File: src/rtl/temporizador_pkg.sv
// Shared types and BCD limits for the countdown timer.
package temporizador_pkg;

    typedef enum logic [1:0] {
        ST_IDLE    = 2'd0,
        ST_RUNNING = 2'd1,
        ST_PAUSED  = 2'd2,
        ST_DONE    = 2'd3
    } timer_state_t;

    localparam logic [3:0] BCD_DIGIT_MAX = 4'd9;
    localparam logic [3:0] BCD_TENS_MAX  = 4'd5;

    function automatic logic bcd_time_is_zero(input logic [3:0] m,
                                              input logic [3:0] t,
                                              input logic [3:0] o);
        return (m == 4'd0) && (t == 4'd0) && (o == 4'd0);
    endfunction

endpackage

File: src/rtl/bcd_digit_down.sv
// Single BCD digit decrementer: wraps to a given value and borrows out on 0.
module bcd_digit_down (
    input  logic [3:0] digit,
    input  logic [3:0] wrap,
    input  logic       borrow_in,
    output logic [3:0] q,
    output logic       borrow_out
);

    // Decrement only when asked; a zero digit wraps and passes the borrow up.
    always_comb begin
        q          = digit;
        borrow_out = 1'b0;
        if (borrow_in) begin
            if (digit == 4'd0) begin
                q          = wrap;
                borrow_out = 1'b1;
            end else begin
                q = digit - 4'd1;
            end
        end
    end

endmodule

File: src/rtl/temporizador_bcd.sv
// Keypad-loaded m:ss BCD countdown timer with pause, completion pulse and alarm.
//
// state      | meaning
// -----------+--------------------------------------------------------
// ST_IDLE    | keypad entry shifts digits in; start begins a nonzero count
// ST_RUNNING | each tick removes one second; stop pauses
// ST_PAUSED  | digits frozen; start resumes
// ST_DONE    | reached 0:00, alarm held until clear or reset
module temporizador_bcd
    import temporizador_pkg::*;
#(
    parameter int unsigned MAX_MINS = 9
) (
    input  logic       clk,
    input  logic       reset,
    input  logic       tick,
    input  logic [3:0] din,
    input  logic       din_valid,
    input  logic       start,
    input  logic       stop,
    input  logic       clear,
    output logic [3:0] mins,
    output logic [3:0] sec_tens,
    output logic [3:0] sec_ones,
    output logic       running,
    output logic       done,
    output logic       alarm
);

    localparam logic [3:0] MINS_LIMIT = 4'(MAX_MINS);

    timer_state_t state_q, state_d;
    logic [3:0]   mins_d, tens_d, ones_d;
    logic         done_d;

    logic [3:0]   dec_mins, dec_tens, dec_ones;
    logic         ones_borrow, tens_borrow, mins_borrow;
    logic         time_nonzero, shift_ok;

    bcd_digit_down u_ones (
        .digit      (sec_ones),
        .wrap       (BCD_DIGIT_MAX),
        .borrow_in  (1'b1),
        .q          (dec_ones),
        .borrow_out (ones_borrow)
    );

    bcd_digit_down u_tens (
        .digit      (sec_tens),
        .wrap       (BCD_TENS_MAX),
        .borrow_in  (ones_borrow),
        .q          (dec_tens),
        .borrow_out (tens_borrow)
    );

    // A borrow out of the minutes digit would mean counting below 0:00.
    bcd_digit_down u_mins (
        .digit      (mins),
        .wrap       (BCD_DIGIT_MAX),
        .borrow_in  (tens_borrow),
        .q          (dec_mins),
        .borrow_out (mins_borrow)
    );

    assign time_nonzero = !bcd_time_is_zero(mins, sec_tens, sec_ones);

    // The shifted-in value must stay a legal m:ss time or the key is dropped.
    assign shift_ok = (din <= BCD_DIGIT_MAX) &&
                      (sec_ones <= BCD_TENS_MAX) &&
                      (sec_tens <= MINS_LIMIT);

    // Next state and next digits, priority clear > stop > start > tick > din_valid.
    always_comb begin
        state_d = state_q;
        mins_d  = mins;
        tens_d  = sec_tens;
        ones_d  = sec_ones;
        done_d  = 1'b0;
        if (clear) begin
            state_d = ST_IDLE;
            mins_d  = 4'd0;
            tens_d  = 4'd0;
            ones_d  = 4'd0;
        end else begin
            case (state_q)
                ST_IDLE: begin
                    if (start && time_nonzero) begin
                        state_d = ST_RUNNING;
                    end else if (din_valid && shift_ok) begin
                        mins_d = sec_tens;
                        tens_d = sec_ones;
                        ones_d = din;
                    end
                end
                ST_RUNNING: begin
                    if (stop) begin
                        state_d = ST_PAUSED;
                    end else if (tick && !mins_borrow) begin
                        mins_d = dec_mins;
                        tens_d = dec_tens;
                        ones_d = dec_ones;
                        if (bcd_time_is_zero(dec_mins, dec_tens, dec_ones)) begin
                            state_d = ST_DONE;
                            done_d  = 1'b1;
                        end
                    end
                end
                ST_PAUSED: begin
                    if (start) begin
                        state_d = ST_RUNNING;
                    end
                end
                ST_DONE: begin
                    state_d = ST_DONE;
                end
                default: begin
                    state_d = ST_IDLE;
                end
            endcase
        end
    end

    // State, digits and status flags all come straight from flops.
    always_ff @(posedge clk or posedge reset) begin
        if (reset) begin
            state_q  <= ST_IDLE;
            mins     <= 4'd0;
            sec_tens <= 4'd0;
            sec_ones <= 4'd0;
            running  <= 1'b0;
            done     <= 1'b0;
            alarm    <= 1'b0;
        end else begin
            state_q  <= state_d;
            mins     <= mins_d;
            sec_tens <= tens_d;
            sec_ones <= ones_d;
            running  <= (state_d == ST_RUNNING);
            done     <= done_d;
            alarm    <= (state_d == ST_DONE);
        end
    end

endmodule
File: config.mk
export PLATFORM = sky130hd
export DESIGN_NAME = temporizador_bcd
export DESIGN_NICKNAME = d
export VERILOG_FILES = /design/src/rtl/temporizador_pkg.sv /design/src/rtl/bcd_digit_down.sv /design/src/rtl/temporizador_bcd.sv
export SDC_FILE = /design/constraint.sdc
export NUM_CORES = 1
export LEC_CHECK = 0
export BUFFER_PORTS_ARGS = -buffer_cell sky130_fd_sc_hd__buf_2
export CAP_MARGIN = 20
export CORE_UTILIZATION = 45
export CTS_CLUSTER_DIAMETER = 200
export CTS_CLUSTER_SIZE = 24
export DETAILED_ROUTE_END_ITERATION = 10
export GPL_TIMING_DRIVEN = 0
export PLACE_DENSITY = 0.69
export SLEW_MARGIN = 20
export SYNTH_ARGS = -nofsm -noshare
export SYNTH_HDL_FRONTEND = slang
export SYNTH_SLANG_ARGS = --single-unit
File: constraint.sdc
create_clock -name clk -period 6.7 [get_ports clk]
set_clock_uncertainty 0.15 [all_clocks]
set_input_delay 0.335 -clock clk [delete_from_list [all_inputs] [get_ports clk]]
set_output_delay 0.335 -clock clk [all_outputs]
set_load 0.05 [all_outputs]
==> metrics.md <==
| Metric | Value |
|---|---|
| Status | `finished, violations left` |
| Failing checks | `negative hold slack` |
| Register area share after synthesis | `39.5%` |
| Psw | `0.238 mW` |
| Average size of a mapped cell | `8.47 um2` |
| Worst-path fanout max | `10` |
| FILL cells | `223` |
| Layout cells sized above 1 | `24.5%` |
| # clock sinks | `17` |
| Fmax | `400 MHz` |
| Fin crit share | `37.3%` |
| Final ANT Viol Nets | `0` |
| Initial antenna violation count | `0` |
| Placed inst area | `0.00123 mm2` |
| Place WS | `4.27 ns` |
| Unrepaired setup endpoints after global routing | `no` |
| Clk pwr share | `11.6%` |
| Mapped Cells | `127` |
| Design Area, Final | `0.00126 mm2` |
| Slew @ Worst Pin | `0.651 ns` |
| Internal power | `0.225 mW` |
| Top cells by count, synth | `dfrtp_1 (17), nor2_1 (15), nand2_1 (11), o21ai_0 (9), a21oi_1 (7)` |
| Worst hold-check path type | `in -> async` |
| Comb pwr share | `54.4%` |
| Core ar. | `0.00223 mm2` |
| Dominant cells by area after synthesis | `dfrtp_1 (40%), nor2_1 (5.2%), o21ai_0 (4.2%), nand2_1 (3.8%), nor4_2 (3.5%)` |
| Routed WL per cell | `14.7 um` |
| Worst vdd ir | `192 uV` |
| Sequential cell area | `425 um2` |
| Die width | `50.9 um` |
| Fin crit period | `2.50 ns` |
| Clk slew on worst S/H paths | `0.09 ns` |
| DRC Markers | `0` |
| # rows | `17` |
| First-pass GRT wire length | `4340 um` |
| Drt total wl | `2690 um` |
| DIE AREA | `0.00259 mm2` |
| Synthesis-stage register bit count | `17` |
| Global Route Usage Sum | `22.6%` |
| Final number of setup-violating endpoints | `0` |
| P per Cell Area | `368 mW/mm2` |
| Max-Cap Viols | `0` |
| Clock Latency Late Sink | `0.29 ns` |
| Drt pass-1 iters | `4` |
| Syn Nets | `138` |
| Gpl congestion | `0.878` |
| WS Path Type | `reg -> reg` |
| Bufs on Longest Clock Path | `2` |
| Synth warn | `0` |
| Total Nets Final | `167` |
| Antenna diodes | `0` |
| Worst EP arrival | `2.55 ns` |
| Setup bufs post-CTS | `0` |
| Remaining Overflow, GRT | `0` |
| Area growth from synthesis to final layout | `16.9%` |
| Final Util | `56.3%` |
| Switching power share of the total | `51.4%` |
| Dpl cells | `179` |
| Nature of the critical path endpoint | `register` |
| TritonCTS clock tree | `built` |
| Unique masters post-synth | `39` |
| Area of the multi-input gates | `597 um2` |
| Iteration-0 DRC Markers | `27` |
| Setup TNS | `0 ns` |
| Initial Util | `48.2%` |
| Pin count of the biggest net entering global routing | `18` |
| Setup ws final | `4.20 ns` |
| Post-CTS sizing | `0` |
| Hold_buf cts | `0` |
| Total number of vias | `1,088` |
| # IOs | `26` |
| Hold Fails Final Rpt | `17` |
| Via/cell ratio | `5.95` |
| Synth area leader | `dfrtp_1` |
| Primary FF master, synth | `dfrtp_1` |
| PortBufs | `24` |
| Data required, critical path | `6.74 ns` |
| Post-synth EDFFs | `0` |
| Count leader, synth | `dfrtp_1` |
| Slew headroom | `56.5%` |
| Sequential Power Share | `34.0%` |
| Fin. max-slew vios | `0` |
| Leak | `0.579 nW` |
| Netlist Area Pre-Place | `0.00108 mm2` |
| Yosys top cell area share | `39.5%` |
| H-tree depth | `1` |
| Hpwl dp | `1990 um` |
| Cts bufs inserted | `3` |
| Pwr Total | `0.463 mW` |
| Final hold slack | `-0.0301 ns` |
| CTS root buf | `clkbuf_4` |
| Die extent in y | `50.9 um` |
| Layout Cells excl Fill | `183` |
| Async SR Flop Fraction | `100%` |
| Number of global-route vias before repair | `928` |
| Startpoint types | `register` |
## critical path: stages, from the launching register on
cell and delay [ns]:
dfrtp_1 0.38, clkbuf_1 0.18, nor4_2 0.41, nand4_1 0.24, a221oi_2 0.50, buf_2 0.31, o21ai_0 0.14, o31ai_1 0.09
## cell families (layout without fill, tap and decap cells)
| family | after synthesis | in the layout | share of synthesized area, % |
|---|---|---|---|
| buf+inv | 13 | 41 | 5.00 |
| simple gates | 59 | 59 | 30.8 |
| compound gates | 38 | 38 | 24.7 |
| flops | 17 | 17 | 39.5 |
## cell type report
cell class | instances | area share (%)
plain buffers | 10 | 3.38
clock buffers | 4 | 2.09
inverters | 3 | 0.896
multi-input cells | 97 | 47.5
flip-flops and latches | 17 | 33.8
well taps | 28 | 2.79
repair buffers | 24 | 9.55
## power groups by stage
stage          clock [mW]  sequential, mW  combinational [mW]
2_1_floorplan           0           0.219               0.131
3_3_place_gp            0           0.158               0.247
3_5_place_dp            0           0.159               0.250
4_1_cts            0.0558           0.157               0.251
5_1_grt            0.0607           0.162               0.272
6_report           0.0537           0.157               0.251
## flip-flops by register name, summed over array words and instances (netlist names)
signal / cells
state_q: 2
sec_ones: 4
mins: 4
running: 1
alarm: 1
sec_tens: 4
done: 1
## path summary, 6_finish.rpt
path,cells past startpoint,slack (ns),to,from
worst max-delay path,7,4.20,mins[2],sec_tens[2]
worst min-delay path,2,-0.03,mins[2],reset
worst max register to register,7,4.20,mins[2],sec_tens[2]
worst min register to register,2,0.44,mins[1],mins[1]
max in group asynchronous,2,6.02,sec_ones[2],reset
min in group clk,2,0.11,done,stop
## per-layer routing
metal  wire length [um]  vias up  global-route usage, %
li1                   -      535                      -
met1               1270      509                   30.7
met2               1280       40                   36.2
met3                117        4                   3.27
met4                 27        0                   8.33
met5                  0        -                      0
## cells in the final DEF (no fill, tap or decap), types with 2 or more instances in the layout
cell type / count
nor3b_1: 2
o21a_1: 3
nor4b_1: 2
inv_1: 3
nand3_1: 4
clkbuf_4: 3
o21ai_0: 9
nor2b_1: 2
a21oi_1: 7
buf_2: 28
a211oi_1: 2
dfrtp_1: 17
o211ai_1: 2
nor3_1: 4
nor4_2: 3
nand2_1: 11
and3_1: 2
clkbuf_1: 6
nor4_1: 2
nor2_1: 15
a311o_1: 2
o41ai_1: 2
or3_1: 2
o31ai_1: 4
or4_1: 3
No activity file was read; power rests on OpenSTA's default activity.
